<file path="config.mk">
export PLATFORM = sky130hd
export DESIGN_NAME = rgb_led_arbiter
export DESIGN_NICKNAME = d
export VERILOG_FILES = /design/src/rtl/rgb_led_pkg.sv /design/src/rtl/rgb_pwm_channel.sv /design/src/rtl/rgb_led_arbiter.sv
export SDC_FILE = /design/constraint.sdc
export NUM_CORES = 1
export LEC_CHECK = 0
export ABC_CLOCK_PERIOD_IN_PS = 3200
export CAP_MARGIN = 20
export CORE_MARGIN = 2
export CORE_UTILIZATION = 51
export CTS_CLUSTER_DIAMETER = 60
export DETAILED_ROUTE_END_ITERATION = 10
export HOLD_SLACK_MARGIN = 0.1
export PLACE_DENSITY = 0.8
export SYNTH_ARGS = -nofsm -noshare
export SYNTH_HDL_FRONTEND = slang
export SYNTH_SLANG_ARGS = --single-unit
</file>
<file path="constraint.sdc">
create_clock -name clk -period 3.2 [get_ports clk]
set_input_delay 0.64 -clock clk [delete_from_list [all_inputs] [get_ports clk]]
set_output_delay 0.64 -clock clk [all_outputs]
set_load 0.02 [all_outputs]
</file>
<file path="src/rtl/rgb_led_pkg.sv">
// Shared types and constants for the RGB LED arbiter: FSM state encoding,
// colour channel indices and the default parameter values.
package rgb_led_pkg;

   typedef enum logic [1:0] {
      IDLE   = 2'd0,
      LOCKED = 2'd1,
      OPEN   = 2'd2
   } arb_state_t;

   localparam int RED   = 0;
   localparam int GREEN = 1;
   localparam int BLUE  = 2;

   localparam int DEF_NUM_REQ  = 2;
   localparam int DEF_PWM_BITS = 8;
   localparam int DEF_PRESCALE = 4;
   localparam int DEF_MIN_HOLD = 16;

endpackage

</file>
<file path="src/rtl/rgb_pwm_channel.sv">
// One PWM colour channel: holds the active duty latched at period boundaries
// and drives a registered compare of the shared counter against it.
module rgb_pwm_channel #(
   parameter int PWM_BITS = 8
) (
   input  logic                clk,
   input  logic                rst,
   input  logic                boundary,
   input  logic [PWM_BITS-1:0] cnt,
   input  logic [PWM_BITS-1:0] duty_next,
   output logic                pwm
);

   logic [PWM_BITS-1:0] duty_p0;

   // Active duty only changes at a period boundary, so a period is never cut short.
   always_ff @(posedge clk or posedge rst) begin
      if (rst) begin
         duty_p0 <= '0;
      end else if (boundary) begin
         duty_p0 <= duty_next;
      end
   end

   // Registered compare keeps the output glitch-free; it lags the counter by one cycle.
   always_ff @(posedge clk or posedge rst) begin
      if (rst) begin
         pwm <= 1'b0;
      end else begin
         pwm <= (cnt < duty_p0);
      end
   end

endmodule

</file>
<file path="src/rtl/rgb_led_arbiter.sv">
// Shares one RGB LED driver between NUM_REQ requesters. A fixed-priority
// arbiter with minimum ownership picks the owner at PWM period boundaries,
// and three PWM channels render the owner's colour.
module rgb_led_arbiter
   import rgb_led_pkg::*;
#(
   parameter int NUM_REQ  = DEF_NUM_REQ,
   parameter int PWM_BITS = DEF_PWM_BITS,
   parameter int PRESCALE = DEF_PRESCALE,
   parameter int MIN_HOLD = DEF_MIN_HOLD
) (
   input  logic                         clk,
   input  logic                         rst,
   input  logic [NUM_REQ-1:0]           req,
   input  logic [NUM_REQ*PWM_BITS-1:0]  duty_r,
   input  logic [NUM_REQ*PWM_BITS-1:0]  duty_g,
   input  logic [NUM_REQ*PWM_BITS-1:0]  duty_b,
   output logic [NUM_REQ-1:0]           grant,
   output logic                         busy,
   output logic                         period_start,
   output logic                         pwm_red,
   output logic                         pwm_green,
   output logic                         pwm_blue
);

   localparam int PS_W   = (PRESCALE > 1) ? $clog2(PRESCALE) : 1;
   localparam int HOLD_W = $clog2(MIN_HOLD + 1);

   logic [PS_W-1:0]             presc;
   logic                        tick;
   logic [PWM_BITS-1:0]         cnt;
   logic                        boundary;

   arb_state_t                  state, state_n;
   logic [NUM_REQ-1:0]          grant_n;
   logic [HOLD_W-1:0]           hold, hold_n, hold_inc;
   logic [NUM_REQ-1:0]          pick;
   logic                        pick_found;
   logic                        owner_req;

   logic [NUM_REQ*PWM_BITS-1:0] duty_in [3];
   logic [PWM_BITS-1:0]         duty_sel [3];
   logic [2:0]                  pwm_out;

   assign tick     = (presc == PS_W'(PRESCALE - 1));
   assign boundary = tick && (cnt == '1);

   // Prescaler divides the clock down to one PWM counter tick every PRESCALE cycles.
   always_ff @(posedge clk or posedge rst) begin
      if (rst) begin
         presc <= '0;
      end else if (tick) begin
         presc <= '0;
      end else begin
         presc <= presc + 1'b1;
      end
   end

   // Free-running PWM counter; wraps naturally at its maximum value.
   always_ff @(posedge clk or posedge rst) begin
      if (rst) begin
         cnt          <= '0;
         period_start <= 1'b0;
      end else begin
         if (tick) begin
            cnt <= cnt + 1'b1;
         end
         period_start <= boundary;
      end
   end

   // Lowest set request index is the highest-priority candidate.
   always_comb begin
      pick       = '0;
      pick_found = 1'b0;
      for (int i = 0; i < NUM_REQ; i++) begin
         if (req[i] && !pick_found) begin
            pick[i]    = 1'b1;
            pick_found = 1'b1;
         end
      end
   end

   assign owner_req = |(req & grant);
   assign hold_inc  = (hold == HOLD_W'(MIN_HOLD)) ? hold : hold + 1'b1;

   // Arbitration next state: every decision is taken only at a period boundary.
   always_comb begin
      state_n = state;
      grant_n = grant;
      hold_n  = hold;
      if (boundary) begin
         case (state)
            IDLE: begin
               if (pick_found) begin
                  grant_n = pick;
                  hold_n  = '0;
                  state_n = LOCKED;
               end
            end
            LOCKED, OPEN: begin
               if (!owner_req) begin
                  // Owner released: hand over directly, no idle period in between.
                  hold_n = '0;
                  if (pick_found) begin
                     grant_n = pick;
                     state_n = LOCKED;
                  end else begin
                     grant_n = '0;
                     state_n = IDLE;
                  end
               end else if (state == OPEN || hold_inc == HOLD_W'(MIN_HOLD)) begin
                  // Minimum ownership is served once the hold reaches MIN_HOLD,
                  // so a waiting higher-priority requester takes over right here.
                  if (pick != grant) begin
                     grant_n = pick;
                     hold_n  = '0;
                     state_n = LOCKED;
                  end else begin
                     hold_n  = hold_inc;
                     state_n = OPEN;
                  end
               end else begin
                  hold_n = hold_inc;
               end
            end
            default: begin
               grant_n = '0;
               hold_n  = '0;
               state_n = IDLE;
            end
         endcase
      end
   end

   // Arbitration state; grant and busy are registered together.
   always_ff @(posedge clk or posedge rst) begin
      if (rst) begin
         state <= IDLE;
         grant <= '0;
         hold  <= '0;
         busy  <= 1'b0;
      end else begin
         state <= state_n;
         grant <= grant_n;
         hold  <= hold_n;
         busy  <= (state_n != IDLE);
      end
   end

   assign duty_in[RED]   = duty_r;
   assign duty_in[GREEN] = duty_g;
   assign duty_in[BLUE]  = duty_b;

   // Duty of the next owner per channel; zero when nobody will own the LED.
   always_comb begin
      for (int c = 0; c < 3; c++) begin
         duty_sel[c] = '0;
         for (int i = 0; i < NUM_REQ; i++) begin
            if (grant_n[i]) begin
               duty_sel[c] = duty_in[c][i*PWM_BITS +: PWM_BITS];
            end
         end
      end
   end

   for (genvar c = 0; c < 3; c++) begin : g_ch
      rgb_pwm_channel #(
         .PWM_BITS (PWM_BITS)
      ) u_ch (
         .clk       (clk),
         .rst       (rst),
         .boundary  (boundary),
         .cnt       (cnt),
         .duty_next (duty_sel[c]),
         .pwm       (pwm_out[c])
      );
   end

   assign pwm_red   = pwm_out[RED];
   assign pwm_green = pwm_out[GREEN];
   assign pwm_blue  = pwm_out[BLUE];

endmodule

</file>
# Word level (Yosys, flattened, before mapping)
# Cells that the tools add are included.
dict set report totals {
  regBits 48
  elab_cells 67
  out_inout_bits 7
  input_bits 52
}
dict set report classes {
  addsub 3
  n_reduce_logical 9
  mux 30
  n_eq_ne 8
  n_lt_le_gt_ge 3
  n_bitwise 1
}
# op n
set ops {}
lappend ops {{8-bit 2-to-1 mux} 6}
lappend ops {{5-bit 2-to-1 mux} 5}
lappend ops {{8-bit less-than comparator} 3}
lappend ops {{2-bit 2-to-1 mux} 12}
lappend ops {{5-bit equality test, second input constant} 2}
lappend ops {{5-bit case mux with 2 select lines} 1}
lappend ops {{8-bit by 1-bit adder with 8-bit output, second input constant} 1}
lappend ops {{8-bit equality test, second input constant} 1}
lappend ops {{2-bit case mux with 2 select lines} 2}
lappend ops {{5-bit by 1-bit adder with 5-bit output, second input constant} 1}
lappend ops {{2-bit equality test, second input constant} 2}
lappend ops {{1-bit 2-to-1 mux} 4}
lappend ops {{2-bit OR reduction} 2}
lappend ops {{2-bit by 1-bit adder with 2-bit output, second input constant} 1}
lappend ops {{2-bit bitwise AND} 1}
lappend ops {{2-bit by 1-bit equality test with 1-bit output, second input constant} 1}
lappend ops {{1-bit logical AND} 2}
lappend ops {{2-bit zero test} 1}
lappend ops {{2-bit != test} 1}
lappend ops {{2-bit != test, second input constant} 1}
lappend ops {{2-bit AND reduction} 1}
lappend ops {{2-bit nonzero test} 1}
lappend ops {{1-bit zero test} 1}
lappend ops {{1-bit logical OR} 1}

# Logic depth before layout (Yosys ltp)
dict set report depth {
  word_depth 12
  mapped_depth 11
  ltp_nobuf 9
}

# Cells and area by module
# From an unflattened synthesis, not the netlist that was laid out.
dict set report unflattened {
  cells_unflattened 362
  hier_area_um2 3359.5
}
# module seq_area_each_um2 instances area_per_inst_um2 cells_each
set by_module_without_submodules {}
lappend by_module_without_submodules {rgb_led_arbiter 525.5 1 1910.6 209}
lappend by_module_without_submodules {rgb_pwm_channel 225.2 3 483.0 51}

# Worst setup path before layout
# Ideal clock, no wire load.
dict set report synth_timing {
  path_type {reg-to-reg}
  from {register hold[0]}
  to {register g_ch[0].u_ch.duty_p0[5]}
  required_time_ns 3.134
  period_less_slack_ns 2.736
  setup_slack_ns 0.464
  arrival_ns 2.670
  stages_incl_launch_ff 11
  setup_time_ns 0.066
  path_cell_list {dfrtp_1 inv_1 ha_1 nand2b_4 nor4b_1 o311a_1 o32a_4 a221o_1 nor4_4 buf_6 a221o_1}
}
dict set report synth_between {
  elab_chain_cells 10
}
# element line
set synth_rtl {}
lappend synth_rtl {{from (decl)} rgb_led_arbiter.sv:36} ;# logic [HOLD_W-1:0] hold, hold_n, hold_inc;
lappend synth_rtl {{from (signal assigned)} rgb_led_arbiter.sv:146} ;# hold <= hold_n;
lappend synth_rtl {{5-bit by 1-bit adder with 5-bit output or 5-bit equality test (tied branches)} rgb_led_arbiter.sv:85} ;# assign hold_inc = (hold == HOLD_W'(MIN_HOLD)) ? hold : hold + 1'b1;
lappend synth_rtl {{5-bit 2-to-1 mux (*)} rgb_led_arbiter.sv:85}
lappend synth_rtl {{5-bit equality test (*)} rgb_led_arbiter.sv:112} ;# end else if (state == OPEN || hold_inc == HOLD_W'(MIN_HOLD)) begin
lappend synth_rtl {{1-bit logical OR (*)} rgb_led_arbiter.sv:112}
lappend synth_rtl {{2-bit 2-to-1 mux (*)} rgb_led_arbiter.sv:112}
lappend synth_rtl {{2-bit 2-to-1 mux (*)} rgb_led_arbiter.sv:102} ;# if (!owner_req) begin
lappend synth_rtl {{2-bit case mux with 2 select lines (*)} rgb_led_arbiter.sv:93} ;# case (state)
lappend synth_rtl {{2-bit 2-to-1 mux (*)} rgb_led_arbiter.sv:92} ;# if (boundary) begin
lappend synth_rtl {{8-bit 2-to-1 mux} rgb_led_arbiter.sv:160} ;# if (grant_n[i]) begin
lappend synth_rtl {{8-bit 2-to-1 mux (*)} rgb_led_arbiter.sv:160}
lappend synth_rtl {{to (signal assigned)} rgb_pwm_channel.sv:21} ;# duty_p0 <= duty_next;
lappend synth_rtl {{to (decl)} rgb_pwm_channel.sv:14} ;# logic [PWM_BITS-1:0] duty_p0;
# Every way passes the cells marked *; elsewhere a longest branch is shown, timed or not.
# A chain may end at the register's enable or synchronous reset.

# Worst setup path after layout
dict set report layout_timing {
  from {register hold[0]}
  to {register g_ch[2].u_ch.duty_p0[6]}
}
dict set report layout_between {
  elab_chain_cells 10
}
# element line
set layout_rtl {}
lappend layout_rtl {{5-bit by 1-bit adder with 5-bit output or 5-bit equality test (tied branches)} rgb_led_arbiter.sv:85}
lappend layout_rtl {{5-bit 2-to-1 mux (*)} rgb_led_arbiter.sv:85}
lappend layout_rtl {{5-bit equality test (*)} rgb_led_arbiter.sv:112}
lappend layout_rtl {{1-bit logical OR (*)} rgb_led_arbiter.sv:112}
lappend layout_rtl {{2-bit 2-to-1 mux (*)} rgb_led_arbiter.sv:112}
lappend layout_rtl {{2-bit 2-to-1 mux (*)} rgb_led_arbiter.sv:102}
lappend layout_rtl {{2-bit case mux with 2 select lines (*)} rgb_led_arbiter.sv:93}
lappend layout_rtl {{2-bit 2-to-1 mux (*)} rgb_led_arbiter.sv:92}
lappend layout_rtl {{8-bit 2-to-1 mux} rgb_led_arbiter.sv:160}
lappend layout_rtl {{8-bit 2-to-1 mux (*)} rgb_led_arbiter.sv:160}
lappend layout_rtl {{to (signal assigned)} rgb_pwm_channel.sv:21}
lappend layout_rtl {{to (decl)} rgb_pwm_channel.sv:14}
# Marked as above.

==> results.md <==
* Status: finished, final reports clean
* Vias at between 2000 and 2500
* Syn Inst Count at 278
* Cell taking the most area after synthesis: dfrtp_1
* Clock power frac at 34.5%
* RSZ-0062 raised after global routing: no
* WP data arrival at 3.18 ns
* Clk pin slew, worst setup/hold paths at 0.08 ns
* Ys flop type: dfrtp_1
* Crit path largest cell delay at 0.47 ns
* Max-slew headroom at 38.6%
* Initial core utilization at 53.8%
* Synth Area per Inst at 10.1 sq um
* Core ar. at 0.00520 sq mm
* Std-Cell Rows at 26
* H-tree levels at 2
* Seq/Total Area, Yosys at approximately 43%
* Nets at 422
* Area Overhead vs Synth at 28.3%
* PwrDens at 342 mW/mm^2
* Ant. Diodes at 0
* Number of max-cap violations at 0
* Post-Layout Cell Count at approximately 400
* Worst r2r src: hold[0]$_DFFE_PP0P_
* Number of flops mapped to enable cells by yosys at 0
* Final setup violation count at 0
* Post-layout min period at 3.00 ns
* Congestion Overflow GR at 0
* Measured slew at the worst slew-check pin at 0.921 ns
* Drt pass-1 iters at 4
* Leak at 0.00166 uW
* Syn_nets at roughly 360
* R2R depth at 9
* Pwr Total at 1230 uW
* Period utilisation layout at about 94%
* Top post-synthesis cells by area: dfrtp_1 43%, ha_1 13%, a221o_1 8.9%
* Layout cells sized above 1 at under 10%
* DP Area at 0.00349 sq mm
* Sw frac at between 20% and 30%
* # resized after CTS at 0
* Hold_buf cts at 0
* Initial antenna violation count at 0
* Seq pwr share at 51.4%
* Die footprint at 0.00610 sq mm
* IO Count at 59
* Post-placement cell count at 404
* Detail Placement HPWL at 4250 um
* Hold path endpoint: presc[0]$_DFF_PP0_
* Count of different cell masters after synthesis at 44
* WL per Instance at 14.3 um
* Reg2Reg Setup Slack at 0.20 ns
* Gpl congestion at 0.876
* Ys async rst share at 100%
* Int Power at 960 uW
* CP Data Required Time at ~3.4 ns
* Final Max Tran Viols at 0
* Crit path cell chain: inv_1 > ha_1 > nand2b_4 > nor4b_1 > o311a_1 > o31a_1 > a211o_1 > and2_1 > a221o_1
* Drt first-iter violations at 104
* Fillers at 403
* Number of global-route vias before repair at 2200
* Post-CTS Setup Bufs at 0
* Finished Core Util at 69.0%
* Commonest non-fill, non-tap cells in the layout: 58 x clkdlybuf4s50_1, 48 x dfrtp_1, 40 x nor2_1, 29 x ha_1, 28 x inv_1
* Mapped cell area at 0.00280 sq mm
* Final antenna-violating net count at 0
* Min-delay src: presc[0]$_DFF_PP0_
* Top cell type's share of synthesized area at 42.9%
* CTS Root Cell: clkbuf_8
* Worst r2r dst: g_ch[2].u_ch.duty_p0[6]$_DFFE_PP0P_
* Slowest CP cell: dfrtp_1
* Critical path class: flop to flop
* Hold Crit Class: flop to flop
* Total Wirelength at roughly 5900 um
* Crit-path max FO at 25
* First-pass GRT wire length at 10000 um
* CP startpoint kind: flop
* Max Root-Sink Buffers at 2
* Fin. Hold Viols at 0
* Vias per cell at 5.49
* Combinational power share at 14.1%
* Yosys reg bits at 48
* Total GRT Usage at 20.7%
* FMAX at about 330 MHz
* Final instance area at ~0.0036 sq mm
* Die W at 78.1 um
* Switching power at 270 uW
* # DRC at 0
* CTS Buf Count at 5
* Worst vdd ir at ~0.27 mV
* Crit end category: flop
* Commonest non-fill, non-tap cell in the layout: clkdlybuf4s50_1
* Worst Hold Depth at 1
* Worst-skew pair later-pin latency at 0.30 ns
* Worst Skew at between 0.006 and 0.007 ns
* # port buffers at 58
* Clock sink count at 48
* Die height at between 70 and 80 um
* Largest net degree at the start of global routing at 26
* CTS tree: yes
* Yosys warns at 0
* Post-route setup TNS at 0 ns
cells in the mapped netlist (2+ instances only):
master    count
dfrtp_1      48
nor2_1       40
ha_1         29
inv_1        29
a221o_1      25
a21oi_1      11
nor2b_1       8
o21ai_0       8
clkbuf_1      7
nand2_1       6
nand2b_1      6
xnor2_1       6
and2_1        4
nand3_1       4
nand4_1       4
nor3_1        4
a211oi_1      3
a21o_1        3
o211a_1       3
xor2_1        3
buf_6         2
o22ai_1       2
or2_2         2
stage by stage:
step           worst slack (ns)  hold slack (ns)
5_1_grt                  0.0423            0.473
3_3_place_gp              0.292            0.414
6_report                  0.199            0.448
2_1_floorplan             0.464            0.403
3_5_place_dp              0.220            0.423
4_1_cts                   0.206            0.439
power groups by stage:
| stage | logic (uW) | clock network [uW] | registers [uW] |
|---|---|---|---|
| after floorplan | 69.3 | 0 | 651 |
| after global placement | 168 | 0 | 644 |
| after detailed placement | 171 | 0 | 645 |
| after CTS | 174 | 435 | 633 |
| after global routing | 191 | 461 | 635 |
| final | 173 | 424 | 633 |
registers in the layout, indices dropped and copies added, names as in the netlist:
name / cells
state: 2
busy: 1
period_start: 1
g_ch.u_ch.pwm: 3
g_ch.u_ch.duty_p0: 24
grant: 2
hold: 5
cnt: 8
presc: 2
worst max-delay path by stage:
stage	from	cells past startpoint	endpoint
finish	hold[0]$_DFFE_PP0P_	9	g_ch[2].u_ch.duty_p0[6]$_DFFE_PP0P_
global route	hold[0]$_DFFE_PP0P_	9	g_ch[2].u_ch.duty_p0[6]$_DFFE_PP0P_
CTS	hold[0]$_DFFE_PP0P_	9	g_ch[2].u_ch.duty_p0[6]$_DFFE_PP0P_
detailed placement	hold[0]$_DFFE_PP0P_	9	g_ch[2].u_ch.duty_p0[6]$_DFFE_PP0P_
global placement	req[0]	7	g_ch[0].u_ch.duty_p0[1]$_DFFE_PP0P_
floorplan	hold[0]$_DFFE_PP0P_	10	g_ch[0].u_ch.duty_p0[5]$_DFFE_PP0P_
routing by layer:
| metal | routed length (um) | track usage (%) |
|---|---|---|
| met4 | 167 | 9.82 |
| met2 | 2750 | 33.5 |
| met5 | 0 | 0 |
| met1 | 2670 | 26.3 |
| met3 | 295 | 4.83 |
critical path: cells and delay by family, from the launching register on:
| kind | cells | cell delay, ns |
|---|---|---|
| AOI/OAI and AO/OA | 4 | 1.41 |
| and+or+nand+nor | 3 | 0.68 |
| DFF | 1 | 0.47 |
| adders and majority gates | 1 | 0.20 |
| buffers and inverters | 1 | 0.12 |
layout make-up:
| class | instances | area [sq um] | area share [%] |
|---|---|---|---|
| Sequential cell | 48 | 1200 | 33.4 |
| Tap cell | 70 | 87.6 | 2.44 |
| Inverter | 30 | 113 | 3.13 |
| Multi-Input combinational cell | 191 | 1440 | 40.0 |
| Clock inverter | 2 | 35.0 | 0.975 |
| Clock buffer | 6 | 72.6 | 2.02 |
| Timing Repair Buffer | 65 | 646 | 18.0 |
cells by family after synthesis:
logic type	Yosys count	share of synthesized area, %
XOR/XNOR	9	2.81
AO/OA/AOI/OAI	66	19.3
buffers and inverters	39	5.76
AND/OR/NAND/NOR	85	15.5
flip-flops	48	42.9
multiplexers	2	0.759
adder cells (fa/ha/maj)	29	13.0
(Power assumes the default switching activity.)
